## config.mk

```make
export PLATFORM = sky130hd
export DESIGN_NAME = rsa_avm_wrapper_p
export DESIGN_NICKNAME = d
export VERILOG_FILES = /design/src/rtl/rsa_avm_wrapper_p.sv
export SDC_FILE = /design/constraint.sdc
export NUM_CORES = 2
export LEC_CHECK = 0
export ABC_AREA = 0
export BUFFER_PORTS_ARGS = -buffer_cell sky130_fd_sc_hd__buf_4
export CAP_MARGIN = 40
export CORE_AREA = 2 2 434 436
export DETAILED_ROUTE_END_ITERATION = 6
export DIE_AREA = 0 0 436 438
export HOLD_SLACK_MARGIN = 0.03
export PLACE_DENSITY = 0.38
export SLEW_MARGIN = 5
export SYNTH_ARGS = -nofsm -noshare
export SYNTH_HDL_FRONTEND = slang
export SYNTH_SLANG_ARGS = --single-unit
export TNS_END_PERCENT = 50
```

## constraint.sdc

```tcl
create_clock -name avm_clk -period 8.8 [get_ports avm_clk]
set_clock_uncertainty 0.15 [all_clocks]
set_input_delay 0.88 -clock avm_clk [delete_from_list [all_inputs] [get_ports avm_clk]]
set_output_delay 0.88 -clock avm_clk [all_outputs]
set_load 0.05 [all_outputs]
```

## src/rtl/rsa_avm_wrapper_p.sv

```systemverilog
// Avalon-MM master that polls a UART register map, gathers key (n,d) and cipher bytes, runs an external modexp core
// and writes the result bytes back to TX; every bus request is held unchanged while avm_waitrequest is high.
module rsa_avm_wrapper_p #(
   parameter int KEY_BITS    = 256,
   parameter int OUT_SKIP    = 1,
   parameter int ADDR_W      = 5,
   parameter int RX_BASE     = 0,
   parameter int TX_BASE     = 4,
   parameter int STATUS_BASE = 8,
   parameter int RX_OK_BIT   = 7,
   parameter int TX_OK_BIT   = 6,
   parameter int CNT_W       = 16
) (
   input  logic                avm_clk,
   input  logic                avm_rst,
   output logic [ADDR_W-1:0]   avm_address,
   output logic                avm_read,
   input  logic [31:0]         avm_readdata,
   output logic                avm_write,
   output logic [31:0]         avm_writedata,
   input  logic                avm_waitrequest,
   output logic                o_core_start,
   output logic [KEY_BITS-1:0] o_core_a,
   output logic [KEY_BITS-1:0] o_core_d,
   output logic [KEY_BITS-1:0] o_core_n,
   input  logic [KEY_BITS-1:0] i_core_result,
   input  logic                i_core_finished,
   input  logic                i_key_reload,
   output logic                o_busy,
   output logic [CNT_W-1:0]    o_block_count
);

   localparam int KB       = KEY_BITS / 8;
   localparam int TX_BYTES = KB - OUT_SKIP;
   localparam int CW       = $clog2(2 * KB) + 1;

   localparam logic [CW-1:0]     KEY_LAST  = CW'(2 * KB - 1);
   localparam logic [CW-1:0]     DATA_LAST = CW'(KB - 1);
   localparam logic [CW-1:0]     SEND_LAST = CW'(TX_BYTES - 1);
   localparam logic [ADDR_W-1:0] A_RX      = ADDR_W'(RX_BASE);
   localparam logic [ADDR_W-1:0] A_TX      = ADDR_W'(TX_BASE);
   localparam logic [ADDR_W-1:0] A_STATUS  = ADDR_W'(STATUS_BASE);

   localparam logic [2:0] S_QUERY_RX  = 3'd0;
   localparam logic [2:0] S_GET_KEY   = 3'd1;
   localparam logic [2:0] S_GET_DATA  = 3'd2;
   localparam logic [2:0] S_WAIT_CORE = 3'd3;
   localparam logic [2:0] S_QUERY_TX  = 3'd4;
   localparam logic [2:0] S_SEND      = 3'd5;

   logic [2:0]          state;
   logic [2:0]          ret_state;
   logic [CW-1:0]       cnt;
   logic                reload_q;
   logic [KEY_BITS-1:0] n_q;
   logic [KEY_BITS-1:0] d_q;
   logic [KEY_BITS-1:0] a_q;
   logic [KEY_BITS-1:0] result_q;
   logic [CW-1:0]       tx_idx;
   logic [7:0]          tx_byte;
   logic [7:0]          rx_byte;
   logic                rd_done;
   logic                wr_done;
   logic                unused_rd;

   assign rd_done   = avm_read & ~avm_waitrequest;
   assign wr_done   = avm_write & ~avm_waitrequest;
   assign rx_byte   = avm_readdata[7:0];
   assign unused_rd = ^avm_readdata;

   assign o_core_a = a_q;
   assign o_core_d = d_q;
   assign o_core_n = n_q;
   assign o_busy   = (state == S_WAIT_CORE);

   // Bytes go out most-significant first, skipping the top OUT_SKIP bytes of the result.
   assign tx_idx = SEND_LAST - cnt;
   always_comb begin
      tx_byte = '0;
      for (int i = 0; i < KB; i++) begin
         if (tx_idx == CW'(i)) tx_byte = result_q[8*i +: 8];
      end
   end

   always_ff @(posedge avm_clk) begin
      if (avm_rst) begin
         state         <= S_QUERY_RX;
         ret_state     <= S_GET_KEY;
         avm_read      <= 1'b0;
         avm_write     <= 1'b0;
         avm_address   <= A_STATUS;
         avm_writedata <= '0;
         n_q           <= '0;
         d_q           <= '0;
         a_q           <= '0;
         result_q      <= '0;
         cnt           <= '0;
         reload_q      <= 1'b0;
         o_core_start  <= 1'b0;
         o_block_count <= '0;
      end else begin
         o_core_start <= 1'b0;
         if (i_key_reload) reload_q <= 1'b1;

         case (state)
            S_QUERY_RX: begin
               if (!avm_read) begin
                  avm_read    <= 1'b1;
                  avm_address <= A_STATUS;
               end else if (rd_done && avm_readdata[RX_OK_BIT]) begin
                  avm_address <= A_RX;
                  state       <= ret_state;
               end
            end

            S_GET_KEY: begin
               if (rd_done) begin
                  {n_q, d_q} <= {n_q[KEY_BITS-9:0], d_q, rx_byte};
                  if (cnt == KEY_LAST) begin
                     ret_state <= S_GET_DATA;
                     cnt       <= '0;
                  end else begin
                     cnt <= cnt + CW'(1);
                  end
                  avm_address <= A_STATUS;
                  state       <= S_QUERY_RX;
               end
            end

            S_GET_DATA: begin
               if (rd_done) begin
                  a_q <= {a_q[KEY_BITS-9:0], rx_byte};
                  if (cnt == DATA_LAST) begin
                     cnt          <= '0;
                     avm_read     <= 1'b0;
                     o_core_start <= 1'b1;
                     state        <= S_WAIT_CORE;
                  end else begin
                     cnt         <= cnt + CW'(1);
                     avm_address <= A_STATUS;
                     state       <= S_QUERY_RX;
                  end
               end
            end

            // The core may still show a stale finished flag while the start pulse is out.
            S_WAIT_CORE: begin
               if (i_core_finished && !o_core_start) begin
                  result_q    <= i_core_result;
                  avm_read    <= 1'b1;
                  avm_address <= A_STATUS;
                  state       <= S_QUERY_TX;
               end
            end

            S_QUERY_TX: begin
               if (rd_done && avm_readdata[TX_OK_BIT]) begin
                  avm_read      <= 1'b0;
                  avm_write     <= 1'b1;
                  avm_address   <= A_TX;
                  avm_writedata <= {24'b0, tx_byte};
                  state         <= S_SEND;
               end
            end

            S_SEND: begin
               if (wr_done) begin
                  avm_write   <= 1'b0;
                  avm_read    <= 1'b1;
                  avm_address <= A_STATUS;
                  if (cnt == SEND_LAST) begin
                     o_block_count <= o_block_count + CNT_W'(1);
                     cnt           <= '0;
                     a_q           <= '0;
                     ret_state     <= reload_q ? S_GET_KEY : S_GET_DATA;
                     reload_q      <= i_key_reload;
                     state         <= S_QUERY_RX;
                  end else begin
                     cnt   <= cnt + CW'(1);
                     state <= S_QUERY_TX;
                  end
               end
            end

            default: begin
               avm_read  <= 1'b0;
               avm_write <= 1'b0;
               state     <= S_QUERY_RX;
            end
         endcase
      end
   end

endmodule

```

# Word level (Yosys, flattened, before mapping)
# Cells that the tools add are included.
op_classes:
  addsub: 3
  eq_ne: 51
  muxes: 82
  bitwise_logic: 7
  reduce_logical: 23
ops:
  columns: ["op", "count"]
  rows:
  - ["256-bit 2-to-1 mux", 3]
  - ["256-bit case mux with 2 select lines", 1]
  - ["8-bit 2-to-1 mux", 32]
  - ["7-bit by 5-bit == test with 1-bit output, second input constant", 18]
  - ["7-bit by 4-bit == test with 1-bit output, second input constant", 8]
  - ["7-bit 2-to-1 mux", 6]
  - ["5-bit 2-to-1 mux", 8]
  - ["3-bit 2-to-1 mux", 12]
  - ["5-bit case mux with 6 select lines", 1]
  - ["7-bit by 3-bit == test with 1-bit output, second input constant", 4]
  - ["7-bit case mux with 3 select lines", 1]
  - ["2-bit inequality test, second input constant", 10]
  - ["3-bit case mux with 6 select lines", 1]
  - ["16-bit by 1-bit adder with 16-bit output, second input constant", 1]
  - ["7-bit by 2-bit == test with 1-bit output, second input constant", 2]
  - ["1-bit 2-to-1 mux", 12]
  - ["4-bit AND reduction", 2]
  - ["8-bit AND reduction", 1]
  - ["7-bit by 1-bit adder with 7-bit output, second input constant", 1]
  - ["7-bit by 1-bit == test with 1-bit output, second input constant", 1]
  - ["7-bit by 6-bit == test with 1-bit output, second input constant", 1]
  - ["7-bit zero test", 1]
  - ["7-bit AND reduction", 1]
  - ["5-bit by 7-bit subtractor with 7-bit output, first input constant", 1]
  - ["23 further kinds", 37]
totals:
  register_bits: 1070
  output_inout_bits: 825
  wordCells: 180

# Logic depth before layout (Yosys ltp)
logic_depth:
  word_depth: 34
  ltp_mapped: 14
  ltp_nobuf: 11

# Worst setup path after synthesis
# OpenSTA, ideal clock, no wires.
synth_path:
  path_kind: "register to register"
  from: "register cnt[0]"
  to: "register avm_writedata[6]"
  arrival_time_ps: 2538
  t_required_ps: 8534
  setup_slack_ps: 5996
  stages_incl_launch_ff: 13
  n_path_buf: 6
  period_less_slack_ps: 2804
  cell_sequence: "dfxtp_1 buf_2 inv_1 ha_1 clkbuf_1 clkbuf_1 clkbuf_1 buf_2 clkbuf_1 o21ai_0 a21oi_1 o211ai_1 o211a_1"
synth_between:
  elab_chain_cells: 34
synth_lines:
  columns: ["item", "line", "source"]
  rows:
  - ["start, declared", "53", "logic [CW-1:0] cnt;"]
  - ["start signal, assigned", "123", "cnt <= cnt + CW'(1);"]
  - ["start signal, assigned", "139", "cnt <= cnt + CW'(1);"]
  - ["start signal, assigned", "179", "cnt <= cnt + CW'(1);"]
  - ["5-bit by 7-bit subtractor with 7-bit output (*)", "77", "assign tx_idx = SEND_LAST - cnt;"]
  - ["7-bit zero test", "81", "if (tx_idx == CW'(i)) tx_byte = result_q[8*i +: 8];"]
  - ["8-bit 2-to-1 mux (31 in series)", "81", null]
  - ["8-bit 2-to-1 mux (*)", "81", null]
  - ["end signal, assigned", "161", "avm_writedata <= {24'b0, tx_byte};"]
  - ["end, declared", "20", "output logic [31:0] avm_writedata,"]
# Every way passes the cells marked *; elsewhere a longest branch is shown, timed or not.
# A chain may end at the register's enable or synchronous reset.

# Worst setup path after layout
layout_path:
  from: "register cnt[1]"
  to: "register avm_writedata[1]"
# Same word-level chain as after synthesis.

==> reports/qor.csv <==
metric,value,unit
Total Routed Length,205,mm
wire length of the first global-routing pass,286,mm
number of synthesized flops with an enable pin,0,
switching fraction of total power,23.7,%
Synth async-reset ratio,0,%
tightest slew margin relative to the limit,10.3,%
I/O pin total,1118,
Die Wd,436,microns
post-synthesis instance total,5381,
largest cells by area after synthesis,"sky130_fd_sc_hd__dfxtp_1 52%, sky130_fd_sc_hd__nand2_1 17%, sky130_fd_sc_hd__a21oi_1 14%",
total iterations of the first detailed-routing run,5,
slew at the pin closest to its max-slew limit,1.35,ns
area taken by flip-flops and latches,21300,sq um
sequential share of power,45.3,%
clock sink count,1066,
final slew viol count,0,
Pleak,0.0202,uW
level count of the clock H-tree,4,
routed length per instance,23.3,microns
period utilization,51.3,%
RSZ-0062 raised after global routing,false,
part of the power in combinational logic,3.1,%
remaining routing DRC violations,0,
most used cells in the layout excluding fill and tap cells,"1863 x sky130_fd_sc_hd__nand2_1, 1115 x sky130_fd_sc_hd__a21oi_1, 1089 x sky130_fd_sc_hd__buf_4",
Port Buffers,1066,
status,"finished, final reports clean",
cell area after technology mapping,41000,sq um
antenna-violating nets left,0,
setup total negative slack,0,ns
Placed Area,51000,sq um
area share of the leading cell type in the synthesized netlist,52.0,%
initial drt markers,3325,
Clock Tree Root,sky130_fd_sc_hd__clkbuf_16,
portion of total power attributed to the clock network,51.6,%
overall overflow remaining after global route,0,
number of violations of the max-capacitance limit,0,
"most common cell after layout, fill and taps aside",sky130_fd_sc_hd__nand2_1,
maximum number of pins on one net before global-route repair,207,
worst-case vdd ir drop,133,uV
cell internal pwr,8140,uW
clock network latency to the later pin of the worst-skew pair,0.80,ns
effective utilization at floorplan,22.0,%
number of nets in the finished design,6490,
synth unique cells,86,
final worst path period need,4.51,ns
TritonCTS clock tree,done,
Core Rows,159,
vias in the first global route,38400,
via density per instance,4.64,
part of the Yosys area used for sequential elements,52.0,%
"Clk pin slew, worst setup/hold paths",0.05,ns
"buffers from clock root to sink, at most",3,
count of warnings emitted by yosys,0,
kind of capture point of the worst setup path,flip-flop,
Multi-input gate area,17900,sq um
number of gates resized after cts,0,
biggest fanout along the worst timing path,21,
cts-stage hold buffer count,0,
"Hold Vio Cnt, Final",0,
number of register bits inferred by synthesis,1066,
crit path launch type,flip-flop,
Synth Area per Inst,7.62,sq um
worst min-delay path category,input pin to flip-flop,
required time reported for the critical path endpoint,9.31,ns
die boundary height,438,microns
total die area,191000,sq um
critical path data arrival time,5.02,ns
summed area of non-filler cells in the final layout,55400,sq um
fraction of final layout cells with drive strength greater than 1,21.4,%
antenna violations before repair,21,
total CTS buffers,134,
total number of vias,40800,
number of filler cells placed in the layout,20600,
post-CTS setup-driven buffer insertion count,0,
total core area,187000,sq um
top flip-flop cell by instance count after synthesis,sky130_fd_sc_hd__dfxtp_1,
maximum clock frequency,0.222,GHz
total power per unit cell area,193,nW/um^2
Critical Setup Path Class,flip-flop to flip-flop,
total routing usage reported by global routing,20.3,%
Syn-to-layout area delta,35.1,%
setup violators final,0,
switching power summed over all nets,2530,uW
biggest area consumer among synthesized cells,sky130_fd_sc_hd__dfxtp_1,
estimated wirelength of the detail-placed design,148,mm
gpl congestion,0.896,
-- worst max-delay path, cell delays in order, from the launching register on --
cell                        delay, ns
sky130_fd_sc_hd__dfxtp_1         0.56
sky130_fd_sc_hd__ha_1            0.39
sky130_fd_sc_hd__buf_8           0.22
sky130_fd_sc_hd__nand2_1         0.13
sky130_fd_sc_hd__a21oi_2         0.73
sky130_fd_sc_hd__nor2_1          0.43
sky130_fd_sc_hd__nor3_2          0.76
sky130_fd_sc_hd__o21ai_0         0.20
sky130_fd_sc_hd__o2111ai_1       0.21
sky130_fd_sc_hd__a31oi_1         0.22
sky130_fd_sc_hd__o21ai_1         0.28
sky130_fd_sc_hd__a21oi_1         0.10
-- cells in the mapped netlist, types with 6 or more instances --
| master | count |
|---|---|
| sky130_fd_sc_hd__clkbuf_1 | 409 |
| sky130_fd_sc_hd__o21a_1 | 12 |
| sky130_fd_sc_hd__o211ai_1 | 10 |
| sky130_fd_sc_hd__or3_1 | 10 |
| sky130_fd_sc_hd__o22ai_1 | 21 |
| sky130_fd_sc_hd__buf_2 | 19 |
| sky130_fd_sc_hd__and3_1 | 26 |
| sky130_fd_sc_hd__nand2_1 | 1865 |
| sky130_fd_sc_hd__and2_1 | 8 |
| sky130_fd_sc_hd__a21oi_1 | 1115 |
| sky130_fd_sc_hd__nor4_1 | 11 |
| sky130_fd_sc_hd__a211oi_1 | 14 |
| sky130_fd_sc_hd__o31ai_1 | 8 |
| sky130_fd_sc_hd__buf_1 | 7 |
| sky130_fd_sc_hd__a22oi_1 | 12 |
| sky130_fd_sc_hd__nand2b_1 | 15 |
| sky130_fd_sc_hd__nand3_1 | 303 |
| sky130_fd_sc_hd__nor2_1 | 92 |
| sky130_fd_sc_hd__dfxtp_1 | 1066 |
| sky130_fd_sc_hd__nor2b_1 | 10 |
| sky130_fd_sc_hd__a221oi_1 | 19 |
| sky130_fd_sc_hd__nand4_1 | 19 |
| sky130_fd_sc_hd__inv_1 | 19 |
| sky130_fd_sc_hd__nor3_1 | 36 |
| sky130_fd_sc_hd__a31oi_1 | 12 |
| sky130_fd_sc_hd__ha_1 | 6 |
| sky130_fd_sc_hd__buf_4 | 27 |
| sky130_fd_sc_hd__o21ai_0 | 77 |
| sky130_fd_sc_hd__o221ai_1 | 8 |
| sky130_fd_sc_hd__xor2_1 | 7 |
-- cell type report --
cell class,instances,share of cell area [%]
clock buffers,205,7.02
clock inverters,30,0.790
multi-input cells,3858,32.3
diodes,11,0.0497
inverters,19,0.129
well taps,2495,5.63
flip-flops and latches,1066,38.5
repair buffers,1112,15.6
-- metrics by stage --
step           cells  power (uW)  util, %  hold WS, ns  setup WS, ns
2_1_floorplan   5407        5110        -        0.281          6.00
3_3_place_gp    8541        5270     27.3        0.292          4.13
3_5_place_dp    8549        5280     27.4        0.294          4.51
4_1_cts         8784       10900     29.7        0.105          4.48
5_1_grt         8796       11000     29.7        0.130          4.10
6_report        8796       10700     29.7        0.185          4.29
-- registers in the layout, indices dropped and copies added, names as in the netlist, 3 cells and up --
signal         count
o_core_d         256
state              3
avm_writedata      8
o_core_a         256
o_block_count     16
cnt                7
o_core_n         256
result_q         256
-- cells by family (layout without fill, tap and decap cells) --
logic type / Yosys count / in the layout / synth area share (%)
simple gates: 2429 / 2429 / 24.3
compound gates: 1380 / 1380 / 18.3
flops: 1066 / 1066 / 52.0
buf+inv: 483 / 1366 / 4.76
xor+xnor: 14 / 14 / 0.363
fa+ha+maj: 6 / 6 / 0.183
mux: 2 / 2 / 0.0793
other cells: 1 / 38 / 0.00914
-- path summary, 6_finish.rpt --
path	start	endpoint	slack, ns	cells past startpoint
worst max-delay path	cnt[1]$_SDFFE_PP0P_	avm_writedata[1]$_SDFFE_PP0P_	4.29	11
worst min register to register	result_q[232]$_SDFFE_PP0P_	result_q[232]$_SDFFE_PP0P_	0.30	2
worst min-delay path	i_core_result[102]	result_q[102]$_SDFFE_PP0P_	0.19	3
worst max register to register	cnt[1]$_SDFFE_PP0P_	avm_writedata[1]$_SDFFE_PP0P_	4.29	11
-- layer usage --
layer	vias up	part of all wire [%]	track usage, %
met1	19600	41	24.1
met2	1211	48	33.8
met5	-	0	0
li1	19600	-	-
met3	288	6.8	5.77
met4	0	4.4	9.22
-- power by group through the flow --
stage | Clock, uW | Combinational (uW) | Sequential, uW
after global placement | 0 | 331 | 4940
final | 5510 | 330 | 4840
after floorplan | 0 | 163 | 4940
after global routing | 5860 | 352 | 4830
after detailed placement | 0 | 335 | 4940
after CTS | 5690 | 336 | 4830
No activity file was read; power rests on OpenSTA's default activity.
